**config.mk**
```make
export PLATFORM = sky130hd
export DESIGN_NAME = lifo_stack
export DESIGN_NICKNAME = d
export VERILOG_FILES = /design/src/rtl/stack_pkg.sv /design/src/rtl/stack_mem.sv /design/src/rtl/lifo_stack.sv
export SDC_FILE = /design/constraint.sdc
export NUM_CORES = 1
export LEC_CHECK = 0
export CORE_ASPECT_RATIO = 0.5
export CORE_MARGIN = 2
export CORE_UTILIZATION = 56
export CTS_CLUSTER_SIZE = 24
export DETAILED_ROUTE_END_ITERATION = 10
export PLACE_DENSITY_LB_ADDON = 0.1
export REMOVE_ABC_BUFFERS = 1
export SKIP_CTS_REPAIR_TIMING = 1
export SYNTH_ARGS = -nofsm -noshare
export SYNTH_HDL_FRONTEND = slang
export SYNTH_HIERARCHICAL = 1
export SYNTH_SLANG_ARGS = --single-unit
```
**constraint.sdc**
```tcl
create_clock -name clk -period 4.88 [get_ports clk]
set_input_delay 1.464 -clock clk [delete_from_list [all_inputs] [get_ports clk]]
set_output_delay 1.464 -clock clk [all_outputs]
set_load 0.02 [all_outputs]
```
**src/rtl/stack_pkg.sv**
```systemverilog
// Shared types for the LIFO stack: operation encoding and decode.
package stack_pkg;

   typedef enum logic [1:0] {
      OP_NONE,
      OP_PUSH,
      OP_POP,
      OP_REPLACE
   } stack_op_e;

   function automatic stack_op_e decode_op(input logic push, input logic pop);
      stack_op_e op;
      op = OP_NONE;
      case ({push, pop})
         2'b10:   op = OP_PUSH;
         2'b01:   op = OP_POP;
         2'b11:   op = OP_REPLACE;
         default: op = OP_NONE;
      endcase
      return op;
   endfunction

endpackage

```
**src/rtl/stack_mem.sv**
```systemverilog
// Stack entry storage: one write port, combinational read, no reset.
module stack_mem #(
   parameter int StackDepth = 8,
   parameter int DataWidth  = 8
) (
   input  logic                          clk,
   input  logic                          we,
   input  logic [$clog2(StackDepth)-1:0] waddr,
   input  logic [DataWidth-1:0]          wdata,
   input  logic [$clog2(StackDepth)-1:0] raddr,
   output logic [DataWidth-1:0]          rdata
);

   logic [DataWidth-1:0] mem [StackDepth];

   always_ff @(posedge clk) begin
      if (we) begin
         mem[waddr] <= wdata;
      end
   end

   assign rdata = mem[raddr];

endmodule

```
**src/rtl/lifo_stack.sv**
```systemverilog
// LIFO stack with occupancy count and sticky overflow/underflow flags.
// Define STACK_WATERMARK_EN to add the high_water output.
module lifo_stack
   import stack_pkg::*;
#(
   parameter  int StackDepth = 8,
   parameter  int DataWidth  = 8,
   localparam int CountWidth = $clog2(StackDepth + 1)
) (
   input  logic                  clk,
   input  logic                  reset,
   input  logic                  push,
   input  logic                  pop,
   input  logic [DataWidth-1:0]  data_in,
   input  logic                  err_clear,
   output logic [DataWidth-1:0]  data_out,
   output logic [CountWidth-1:0] count_out,
   output logic                  empty,
   output logic                  full,
   output logic                  overflow,
   output logic                  underflow
`ifdef STACK_WATERMARK_EN
   ,
   output logic [CountWidth-1:0] high_water
`endif
);

   localparam int AddrWidth = $clog2(StackDepth);

   stack_op_e             op;
   logic [CountWidth-1:0] count_q;
   logic [CountWidth-1:0] count_d;
   logic [AddrWidth-1:0]  top_addr;
   logic [AddrWidth-1:0]  waddr;
   logic [AddrWidth-1:0]  raddr;
   logic [DataWidth-1:0]  rdata;
   logic                  we;
   logic                  ovf_set;
   logic                  unf_set;

   assign op       = decode_op(push, pop);
   assign empty    = (count_q == '0);
   assign full     = (count_q == CountWidth'(StackDepth));
   assign top_addr = AddrWidth'(count_q - CountWidth'(1));
   // Park the read address when empty so it never leaves the array.
   assign raddr    = empty ? '0 : top_addr;
   assign data_out = empty ? '0 : rdata;
   assign count_out = count_q;

   always_comb begin
      count_d = count_q;
      we      = 1'b0;
      waddr   = AddrWidth'(count_q);
      ovf_set = 1'b0;
      unf_set = 1'b0;
      case (op)
         OP_PUSH: begin
            if (full) begin
               ovf_set = 1'b1;
            end else begin
               we      = 1'b1;
               count_d = count_q + CountWidth'(1);
            end
         end
         OP_POP: begin
            if (empty) begin
               unf_set = 1'b1;
            end else begin
               count_d = count_q - CountWidth'(1);
            end
         end
         OP_REPLACE: begin
            // Replace on an empty stack degenerates to a push into slot 0.
            we = 1'b1;
            if (empty) begin
               count_d = CountWidth'(1);
            end else begin
               waddr = top_addr;
            end
         end
         default: ;
      endcase
   end

   always_ff @(posedge clk) begin
      if (reset) begin
         count_q   <= '0;
         overflow  <= 1'b0;
         underflow <= 1'b0;
      end else begin
         count_q   <= count_d;
         overflow  <= ovf_set | (overflow & ~err_clear);
         underflow <= unf_set | (underflow & ~err_clear);
      end
   end

`ifdef STACK_WATERMARK_EN
   always_ff @(posedge clk) begin
      if (reset) begin
         high_water <= '0;
      end else if (err_clear) begin
         high_water <= count_d;
      end else if (count_d > high_water) begin
         high_water <= count_d;
      end
   end
`endif

   stack_mem #(
      .StackDepth(StackDepth),
      .DataWidth (DataWidth)
   ) u_mem (
      .clk  (clk),
      .we   (we),
      .waddr(waddr),
      .wdata(data_in),
      .raddr(raddr),
      .rdata(rdata)
   );

endmodule

```
[Word level (Yosys, flattened, before mapping)]
Memory sizes are Yosys's and may differ from the RTL's.
Index checks and enable logic that the tools add are counted.
Word-level totals
  bits in registers: 6
  bits in writable memories: 64
  input port bits: 13
  output and inout bits: 16
  logic and storage cells: 41
  memories kept: 1
Operators by class
  $add $sub $neg: 2
  equality and inequality tests: 10
  muxes and demuxes: 17
  bitwise gates (word level): 5
  reduce and logical (&&, ||, !) cells: 3
Memory list
  u_mem.mem: depth 8, bits a word 8, rd ports 1, clocked after memory_dff 0, wr ports 1, RTL line stack_mem.sv:14  | logic [DataWidth-1:0] mem [StackDepth];
Operator list (count)
  $mux W4: 3
  $pmux W4 S3: 1
  $mux W3: 3
  $eq A2 B2 Y1 const B: 4
  $mux W8: 1
  $mux W1: 7
  $ne A2 B2 Y1 const B: 3
  $pmux W2 S3: 1
  $add A4 B1 Y4 const B: 1
  $eq A2 B1 Y1 const B: 2
  $eq A4 B4 Y1 const B: 1
  $logic_not A4 Y1: 1
  $reduce_and A4 Y1: 1
  $sub A4 B1 Y4 const B: 1
  $reduce_bool A3 Y1: 1
  $and A1 B1 Y1: 2
  $or A1 B1 Y1: 2
  $pmux W1 S2: 1
  $not A1 Y1: 1

[Longest topological paths before layout]
Gate-level depths: netlist (run 1).
  word-level depth: 6
  mapped depth: 11
  mapped depth without buffers: 8

[Cells and area by module]
The synthesis (run 1) kept the hierarchy.
Modules (own cells, without submodules)
  stack_mem: times used 1, cells each 106, area each 2531.2 µm², seq. area each 1921.8 µm²
  lifo_stack: times used 1, cells each 74, area each 556.8 µm², seq. area each 120.1 µm²

[Worst setup path before layout (run 1)]
OpenSTA, ideal clock, no wires.
  kind: reg2out
  start point: reg count_q[0], in the netlist count_out[0]
  end point: out data_out[1]
  arrival time: 2795 ps
  data required time: 3416 ps
  setup slack: 621 ps
  stages on the path, launching flop included: 12
  buffers on the path: 3
  cell sequence: dfxtp_1 inv_1 ha_1 nor3b_1 buf_2 inv_1 ha_1 buf_6 buf_12 mux4_1 mux2_2 nor2b_1
On the way
  cells in the longest elaborated chain, start to end: 4
  elaborated cells on any way between the ends: 5
  those cells by class: 1 x add/sub; 2 x mux; 1 x reduce/logical; 1 x memory
RTL lines
  start: declaration: RTL line lifo_stack.sv:31  | logic [CountWidth-1:0] count_q;
  start signal: assignment: RTL line lifo_stack.sv:91  | count_q <= count_d;
  $logic_not A4 Y1: RTL line lifo_stack.sv:42  | assign empty = (count_q == '0);
  via empty: RTL line lifo_stack.sv:18  | output logic empty,
  $mux W3: RTL line lifo_stack.sv:46  | assign raddr = empty ? '0 : top_addr;
  via raddr[0]: RTL line lifo_stack.sv:35  | logic [AddrWidth-1:0] raddr;
  $mem_v2 Z8 W8
  via rdata[1]: RTL line lifo_stack.sv:36  | logic [DataWidth-1:0] rdata;
  $mux W8: RTL line lifo_stack.sv:47  | assign data_out = empty ? '0 : rdata;
  end: declaration: RTL line lifo_stack.sv:16  | output logic [DataWidth-1:0] data_out,
The timed path passes the listed nets, and every way through them passes these cells.

[Worst setup path in the final report (run 1)]
  start point: reg count_q[0], in the netlist count_out[0]
  end point: out data_out[1]
On the way
  cells in the longest elaborated chain, start to end: 4
  elaborated cells on any way between the ends: 5
  those cells by class: 1 x add/sub; 2 x mux; 1 x reduce/logical; 1 x memory
RTL lines (RTL line)
  $sub A4 B1 Y4 or $logic_not A4 Y1 (tied branches)
  $mux W3 *: lifo_stack.sv:46
  via raddr[0]: lifo_stack.sv:35
  $mem_v2 Z8 W8 *
  via rdata[1]: lifo_stack.sv:36
  $mux W8 *: lifo_stack.sv:47
Mark *: on every way through the listed nets, which the timed path passes. The rest lies on a longest branch.

==> reports/results.tsv, run 1 <==
metric	value	unit
status	complete, no violations	
fp.dieArea	6160	um^2
crit_arrival	3.24	ns
routabilityCongestion	0.837	
count_of_h_tree_levels_built_during_cts	3	
max_cap_violations	0	
area_after_detailed_placement	3520	um^2
worstHoldPathType	reg2reg	
critical_path.startpoint_type	flip-flop	
drive_gt1_frac	0.200	
tightest_slew	0.570	ns
drt_first_pass_iters	4	
tritoncts	done	
yosys_register_bits	70	
leakagePower	1.31	nW
floorplan.initialDensity	0.572	
yosysTopAreaCell	edfxtp_1	
crit_path_start	count_out[0]	
cts_buffers	9	
fin_area	3770	um^2
synth_sequential_area_ratio	0.661	
setup_slack	0.177	ns
timing.slew.headroom	0.616	
top_signal_layer_used	met4	
crit_path_frequent_cell	inv_1	
clk_pin_slew	0.08	ns
syn_to_final_growth	22.0	%
row_count	19	
synthesis.instances	180	
synthMuxAreaShare	0.164	
synth-adder-area-share	0.0162	
synthSimpleGateAreaFrac	0.0867	
avgRoutedWirePerCell	18.4	um
cts_num_sinks	70	
number_of_synthesis_warnings	6	
filler_cell_count	372	
grt_pass1_vias	1718	
layout_min_cycle_time	4.70	ns
route.met3.wl	341	um
timing_hold_violations_final	0	
top_level_ports	29	
die-height	56.5	um
cell_at_the_root_of_the_clock_tree	clkbuf_8	
p_per_area	502	nW/um^2
compound_gate_portion_of_the_synthesized_area	0.0389	
max_clock_freq	213	MHz
globalRoute.totalOverflow	0	
clk-insertion-delay-late	0.35	ns
num_antenna_cells	0	
wire_length_of_the_first_global_routing_pass	8440	um
fin_util	0.698	
worstSetupEndpointType	primary output	
timing.hold.worst.start	count_out[0]	
cts_buffer_depth	2	
synth_xor_xnor_area_share	0.00567	
final_common_cell	edfxtp_1	
maxSlewViolCount	0	
worst_clock_skew	0.0122	ns
synth-async-reset-ratio	0	
hpwlAfterDp	3700	um
required	3.42	ns
detailedPlace.worstSlack	0.363	ns
layout_common_cells	edfxtp_1, clkdlybuf4s50_1, nor2_1, mux4_1, buf_4	
finalWirelength	5580	um
detail_route.drc_violations	0	
period_share	0.964	
post_drt_via_cell_ratio	5.72	
numPortBuffers	28	
design.core.area	5400	um^2
vdd_ir_drop_max	0.000246	V
critPathMaxFanout	14	
grt_use_total	0.199	
synth_top_cells_by_area	edfxtp_1, mux4_1, dfxtp_1	
critical-path-slowest-cell	mux4_1	
yosys.cell_types.count	37	
timing.critical_path.slowest_cell_delay	0.56	ns
synthesis.area_per_instance	17.2	um^2
met2_wirelength	2680	um
met1_length	2510	um
layoutNonFillerInstCount	303	
synth_top_area_share	0.622	
synth_flop_cell	edfxtp_1	
regToRegStartpoint	count_out[0]	
synth_top_family_by_area	multiplexers	
setup-violations-final	0	
drt_iter0_markers	135	
synth_edf_count	64	
grt_setup_unrepaired	no	
largest_net_degree_at_the_start_of_global_routing	15	
grt_antenna_before_repair	0	
drt.antenna.violating_nets	0	
die_x	109	um
num_vias	1732	
ws_path_type	reg2out	
final_net_count	243	
ordered_list_of_cells_on_the_worst_path	inv_1 > ha_1 > nor3b_2 > inv_1 > ha_2 > buf_12 > mux4_1 > mux2_2 > nor2b_1 > clkdlybuf4s50_1	
synth_area	3090	um^2
dp_cells	288	
[logic make-up after synthesis]
family	count (synthesis)
adders and majority gates	4
buffers and inverters	13
xor gates and xnor gates	2
DFF	70
AOI/OAI and AO/OA	18
muxes	24
and+or+nand+nor	49
[flip-flops by register name, summed over array words and instances, names as in the netlist]
register   count
count_out      4
overflow       1
underflow      1
u_mem/mem     64
[worst max-delay path, delay by kind of cell, from the launching register on]
kind          cells  cell delay [ns]
fa+ha+maj         2             0.46
mux               2             0.83
buf+inv           4             0.87
flops             1             0.41
simple gates      2             0.29
[path summary, 6_finish.rpt]
kind                     end  slack, ns  depth (start not counted)
min reg2reg     count_out[0]       0.59                          2
max reg2reg  u_mem/mem[5][5]       2.08                          9
max              data_out[1]       0.18                         10
min             count_out[0]       0.59                          2
[where the power goes]
group          switching [mW]  internal [mW]  leakage, nW  total (mW)
sequential             0.0184          0.706        0.631       0.725
clock                   0.208          0.336        0.113       0.545
combinational           0.295          0.325        0.568       0.620
[metrics by stage]
step,setup TNS (ns),power [mW],hold WS (ns)
2_1_floorplan,-0.362,1.11,0.604
3_3_place_gp,0,1.35,0.586
3_5_place_dp,0,1.36,0.586
4_1_cts,-0.109,1.91,0.608
5_1_grt,0,1.97,0.606
6_report,0,1.89,0.595
[routing by layer]
layer / vias to the layer above / global-route usage
met1: 870 / 0.268
met2: 50 / 0.305
li1: 806 / -
met3: 6 / 0.0732
met5: - / 0
met4: 0 / 0.0641
[synthesized netlist by cell type (2+ instances only)]
cell type	n
edfxtp_1	64
o21ai_0	2
and2_1	2
mux2_2	8
ha_1	4
mux4_1	15
nand2b_1	3
nand4b_1	2
xnor2_1	2
nor3_1	5
a21oi_1	7
nor2_1	15
nand2_1	5
buf_6	2
dfxtp_1	6
nor2b_1	11
inv_1	5
buf_2	3
[cell type report]
cell class | instances | area (um^2) | area share
timing repair buffer | 43 | 408 | 0.108
inverter | 5 | 18.8 | 0.00498
clock buffer | 9 | 124 | 0.0329
multi-input combinational | 97 | 970 | 0.257
tap | 73 | 91.3 | 0.0243
clock inverter | 6 | 110 | 0.0292
sequential | 70 | 2040 | 0.543
Power figures use the tool's default switching activity.
==> run 2, diff against run 1 <==
--- a/config.mk
+++ b/config.mk
@@ -5,14 +5,17 @@
 export SDC_FILE = /design/constraint.sdc
 export NUM_CORES = 1
 export LEC_CHECK = 0
+export CELL_PAD_IN_SITES_DETAIL_PLACEMENT = 0
+export CELL_PAD_IN_SITES_GLOBAL_PLACEMENT = 2
 export CORE_ASPECT_RATIO = 0.5
 export CORE_MARGIN = 2
-export CORE_UTILIZATION = 56
+export CORE_UTILIZATION = 42
 export CTS_CLUSTER_SIZE = 24
 export DETAILED_ROUTE_END_ITERATION = 10
 export PLACE_DENSITY_LB_ADDON = 0.1
 export REMOVE_ABC_BUFFERS = 1
 export SKIP_CTS_REPAIR_TIMING = 1
+export SKIP_LAST_GASP = 1
 export SYNTH_ARGS = -nofsm -noshare
 export SYNTH_HDL_FRONTEND = slang
 export SYNTH_HIERARCHICAL = 1
==> run 2 against run 1 <==
Effect of this change:
- combinational power is 1% lower
- sequential power is 0.7% lower
- die area is 31% higher
- cell area is 3.3% higher
- fmax is 0.81% higher
- wire length is 3.9% higher
- clock skew is 0.0057 ns lower
==> reports/results.tsv, run 2 (same netlist as run 1, synthesis figures left out) <==
metric	value	unit
route.met3.wl	270	um
finalHoldWorstSlack	0.565	ns
clk-insertion-delay-late	0.33	ns
avgRoutedWirePerCell	17.6	um
required	3.42	ns
ws_path_type	reg2out	
final_net_count	246	
critical_path.reg2reg.endpoint	u_mem/mem[5][3]	
total_power	2.03	mW
routabilityCongestion	0.760	
worst-r2r-cell-count	10	
drt_first_pass_iters	4	
num_antenna_cells	0	
area_after_detailed_placement	3560	um^2
crit_arrival	3.20	ns
detail_route.drc_violations	0	
regToRegStartpoint	count_out[0]	
grt_setup_unrepaired	no	
layout_min_cycle_time	4.66	ns
timing.reg2reg.setup_slack	2.43	ns
met2_wirelength	2660	um
layout_common_cells	edfxtp_1, clkdlybuf4s50_1, buf_4, nor2_1, mux4_1	
vdd_ir_drop_max	0.000223	V
timing.slew.headroom	0.676	
max_flop_register	u_mem/mem	
cts_buffers	9	
period_share	0.956	
timing.hold.worst.start	count_out[0]	
post_drt_via_cell_ratio	5.18	
syn_to_final_growth	26.0	%
cts_buffer_depth	2	
drt_iter0_markers	133	
worstSetupEndpointType	primary output	
numPortBuffers	28	
fp.dieArea	8100	um^2
leakagePower	1.36	nW
grt_antenna_before_repair	0	
die-height	64.6	um
setup-tns-final	0	ns
worst_clock_skew	0.00648	ns
count_of_h_tree_levels_built_during_cts	3	
worstHoldPathType	reg2reg	
design.core.area	7210	um^2
num_vias	1710	
die_x	125	um
top_signal_layer_used	met4	
final_common_cell	edfxtp_1	
largest_register_ffs	64	
clk_pin_slew	0.06	ns
row_count	22	
maxSlewViolCount	0	
finalWirelength	5800	um
grt_pass1_vias	1662	
tightest_slew	0.482	ns
p_per_area	521	nW/um^2
filler_cell_count	600	
status	complete, no violations	
hold_depth	2	
min_delay_worst_endpoint	count_out[0]	
max_cap_violations	0	
drt.antenna.violating_nets	0	
tritoncts	done	
top_level_ports	29	
drive_gt1_frac	0.209	
floorplan.initialDensity	0.428	
hpwlAfterDp	3810	um
setup-violations-final	0	
wire_length_of_the_first_global_routing_pass	9260	um
largest_net_degree_at_the_start_of_global_routing	17	
grt_use_total	0.161	
cts_num_sinks	70	
critical_path.startpoint_type	flip-flop	
fin_area	3890	um^2
globalRoute.totalOverflow	0	
cell_at_the_root_of_the_clock_tree	clkbuf_16	
critPathMaxFanout	16	
met1_length	2820	um
timing_hold_violations_final	0	
max_clock_freq	214	MHz
## run 2: cell types whose count changed in the layout (fill, tap and decap cells not counted), moves of 2 or more
cell / previous run / this run
clkbuf_16: 0 / 9
clkinv_4: 0 / 2
buf_4: 14 / 17
clkbuf_8: 9 / 0
clkinv_2: 0 / 2
## run 2: per-layer routing
metal,global-route usage,up-vias
met1,0.219,856
met3,0.0578,5
li1,-,817
met2,0.243,32
met5,0,-
met4,0.0542,0
## run 2: per-stage QoR
stage / setup WS, ns / utilization / cells
floorplan: -0.0453 / - / 172
global placement: 0.426 / 0.494 / 314
detailed placement: 0.392 / 0.494 / 314
CTS: 0.0195 / 0.539 / 330
global route: 0.0276 / 0.539 / 330
finish: 0.215 / 0.539 / 330
## run 2: how the worst max path moves through the flow
stage	start	slack [ns]	cells past startpoint	endpoint
floorplan	count_out[0]	-0.05	8	data_out[1]
global placement	count_out[0]	0.43	10	data_out[1]
detailed placement	count_out[0]	0.39	10	data_out[1]
CTS	count_out[0]	0.02	10	data_out[1]
global route	count_out[0]	0.03	10	data_out[1]
finish	count_out[0]	0.22	10	data_out[1]
## run 2: area by class of cell
class / instances / area, um^2 / area share
clock buffers: 9 / 225 / 0.0579
clock inverters: 7 / 96.3 / 0.0248
inverters: 5 / 18.8 / 0.00482
multi-input cells: 97 / 967 / 0.249
flip-flops and latches: 70 / 2040 / 0.525
well taps: 96 / 120 / 0.0309
repair buffers: 46 / 419 / 0.108
## run 2: report_power, final
group	internal [mW]	switching (mW)
logic	0.317	0.296
clock network	0.449	0.245
registers	0.707	0.0134
total	1.47	0.555
## run 2: worst max-delay path, stage by stage (launching register included)
cell and delay [ns]:
dfxtp_2 0.40, inv_1 0.10, ha_1 0.23, nor3b_2 0.17, inv_1 0.06, ha_1 0.15, buf_6 0.22, mux4_1 0.58
mux2_2 0.27, nor2b_1 0.14, clkdlybuf4s50_1 0.54
==> run 3, diff against run 2 <==
==> constraint.sdc (replaced) <==
create_clock -name clk -period 4.88 [get_ports clk]
set_input_delay 0.732 -clock clk [delete_from_list [all_inputs] [get_ports clk]]
set_output_delay 0.732 -clock clk [all_outputs]
set_load 0.02 [all_outputs]
==> run 3 against run 2 <==
Effect of this change:
- via count down 3.6%
- highest routed layer unchanged
- cell count down 3.6%
- core utilization down 1.3 points
- cell area down 2.4%
- register-to-register slack worse by 0.76 ns
- largest cell class unchanged
- global-route usage down 0.15 points
- combinational power down 3.6%
==> reports/results.tsv, run 3 (same netlist as run 1, synthesis figures left out) <==
metric	value	unit
status	complete, no violations	
max_clock_freq	244	MHz
largest_net_degree_at_the_start_of_global_routing	17	
fp.dieArea	8100	um^2
cts_buffers	9	
num_vias	1649	
register_area	2040	um^2
ws_path_type	reg2out	
wire_length_of_the_first_global_routing_pass	9290	um
clk-insertion-delay-late	0.32	ns
detailedPlace.worstSlack	1.11	ns
die-height	64.6	um
grt_setup_unrepaired	no	
layout_min_cycle_time	4.10	ns
worst_clock_skew	0.00494	ns
cts_buffer_depth	2	
max_cap_violations	0	
avgRoutedWirePerCell	18.4	um
maxSlewViolCount	0	
finalHoldWorstSlack	0.611	ns
required	4.15	ns
floorplan.initialDensity	0.428	
period_share	0.839	
setup_slack	0.785	ns
grt_pass1_vias	1706	
setup-violations-final	0	
clk_pin_slew	0.05	ns
top_level_ports	29	
globalRoute.totalOverflow	0	
final_common_cell	edfxtp_1	
num_antenna_cells	0	
filler_cell_count	600	
hpwlAfterDp	3620	um
tritoncts	done	
tightest_slew	1.08	ns
multiInputGateArea	967	um^2
syn_to_final_growth	22.9	%
crit_arrival	3.36	ns
drive_gt1_frac	0.162	
numPortBuffers	28	
ordered_list_of_cells_on_the_worst_path	inv_1 > ha_1 > nor3b_2 > inv_1 > ha_1 > buf_4 > mux4_1 > mux2_2 > nor2b_1 > clkdlybuf4s50_1	
timing.critical_path.slowest_cell_delay	0.58	ns
finalWirelength	5840	um
total_power	2.01	mW
grt_antenna_before_repair	0	
p_per_area	529	nW/um^2
critPathMaxFanout	16	
critical-path-slowest-cell	mux4_1	
cell_at_the_root_of_the_clock_tree	clkbuf_16	
max_flop_register	u_mem/mem	
count_of_h_tree_levels_built_during_cts	3	
row_count	22	
critical_path.startpoint_type	flip-flop	
detail_route.drc_violations	0	
design.core.area	7210	um^2
grt_use_total	0.159	
layout_common_cells	edfxtp_1, clkdlybuf4s50_1, nor2_1, mux4_1, nor2b_1	
setup-tns-final	0	ns
drt_iter0_markers	87	
timing.slew.headroom	0.277	
cts_num_sinks	70	
drt_first_pass_iters	4	
vdd_ir_drop_max	0.000252	V
area_after_detailed_placement	3470	um^2
timing_hold_violations_final	0	
routabilityCongestion	0.761	
post_drt_via_cell_ratio	5.19	
drt.antenna.violating_nets	0	
worstHoldPathType	reg2reg	
fin_area	3790	um^2
worstSetupEndpointType	primary output	
die_x	125	um
leakagePower	1.29	nW
largest_register_ffs	64	
final_net_count	234	
==> run 3: changes by cell type in the layout (fill, tap and decap cells not counted), sizes merged <==
cell	previous run	this run
buf	18	6
==> run 3: worst paths after layout <==
| path | from | end | slack [ns] | depth (start not counted) |
|---|---|---|---|---|
| max | count_out[0] | data_out[1] | 0.78 | 10 |
| min | overflow | overflow | 0.61 | 3 |
| max reg2reg | count_out[0] | u_mem/mem[3][5] | 1.67 | 9 |
| min reg2reg | overflow | overflow | 0.61 | 3 |
==> run 3: layout make-up <==
class                           instances  share of cell area
Timing Repair Buffer                   34              0.0857
Clock buffer                            9              0.0593
Clock inverter                          7              0.0254
Sequential cell                        70               0.538
Inverter                                5             0.00495
Tap cell                               96              0.0317
Multi-Input combinational cell         97               0.255
==> run 3: per-layer routing <==
layer,track usage,vias up,part of all wire
li1,-,795,-
met1,0.207,812,0.48
met2,0.257,37,0.46
met3,0.0595,5,0.055
met4,0.0417,0,0.0072
met5,0,-,0
==> run 3: through the flow <==
stage,std cells,util
2_1_floorplan,172,-
3_3_place_gp,302,0.482
3_5_place_dp,302,0.482
4_1_cts,318,0.526
5_1_grt,318,0.526
6_report,318,0.526
==> run 3: critical path, delay by kind of cell (launching register included) <==
| kind | cells | cell delay, ns |
|---|---|---|
| buffers and inverters | 4 | 1.03 |
| muxes | 2 | 0.85 |
| DFF | 1 | 0.48 |
| adders and majority gates | 2 | 0.37 |
| and+or+nand+nor | 2 | 0.30 |
==> run 3: report_power, final <==
part / switching (mW) / internal, mW
Sequential: 0.0204 / 0.707
Combinational: 0.290 / 0.302
Clock: 0.239 / 0.448
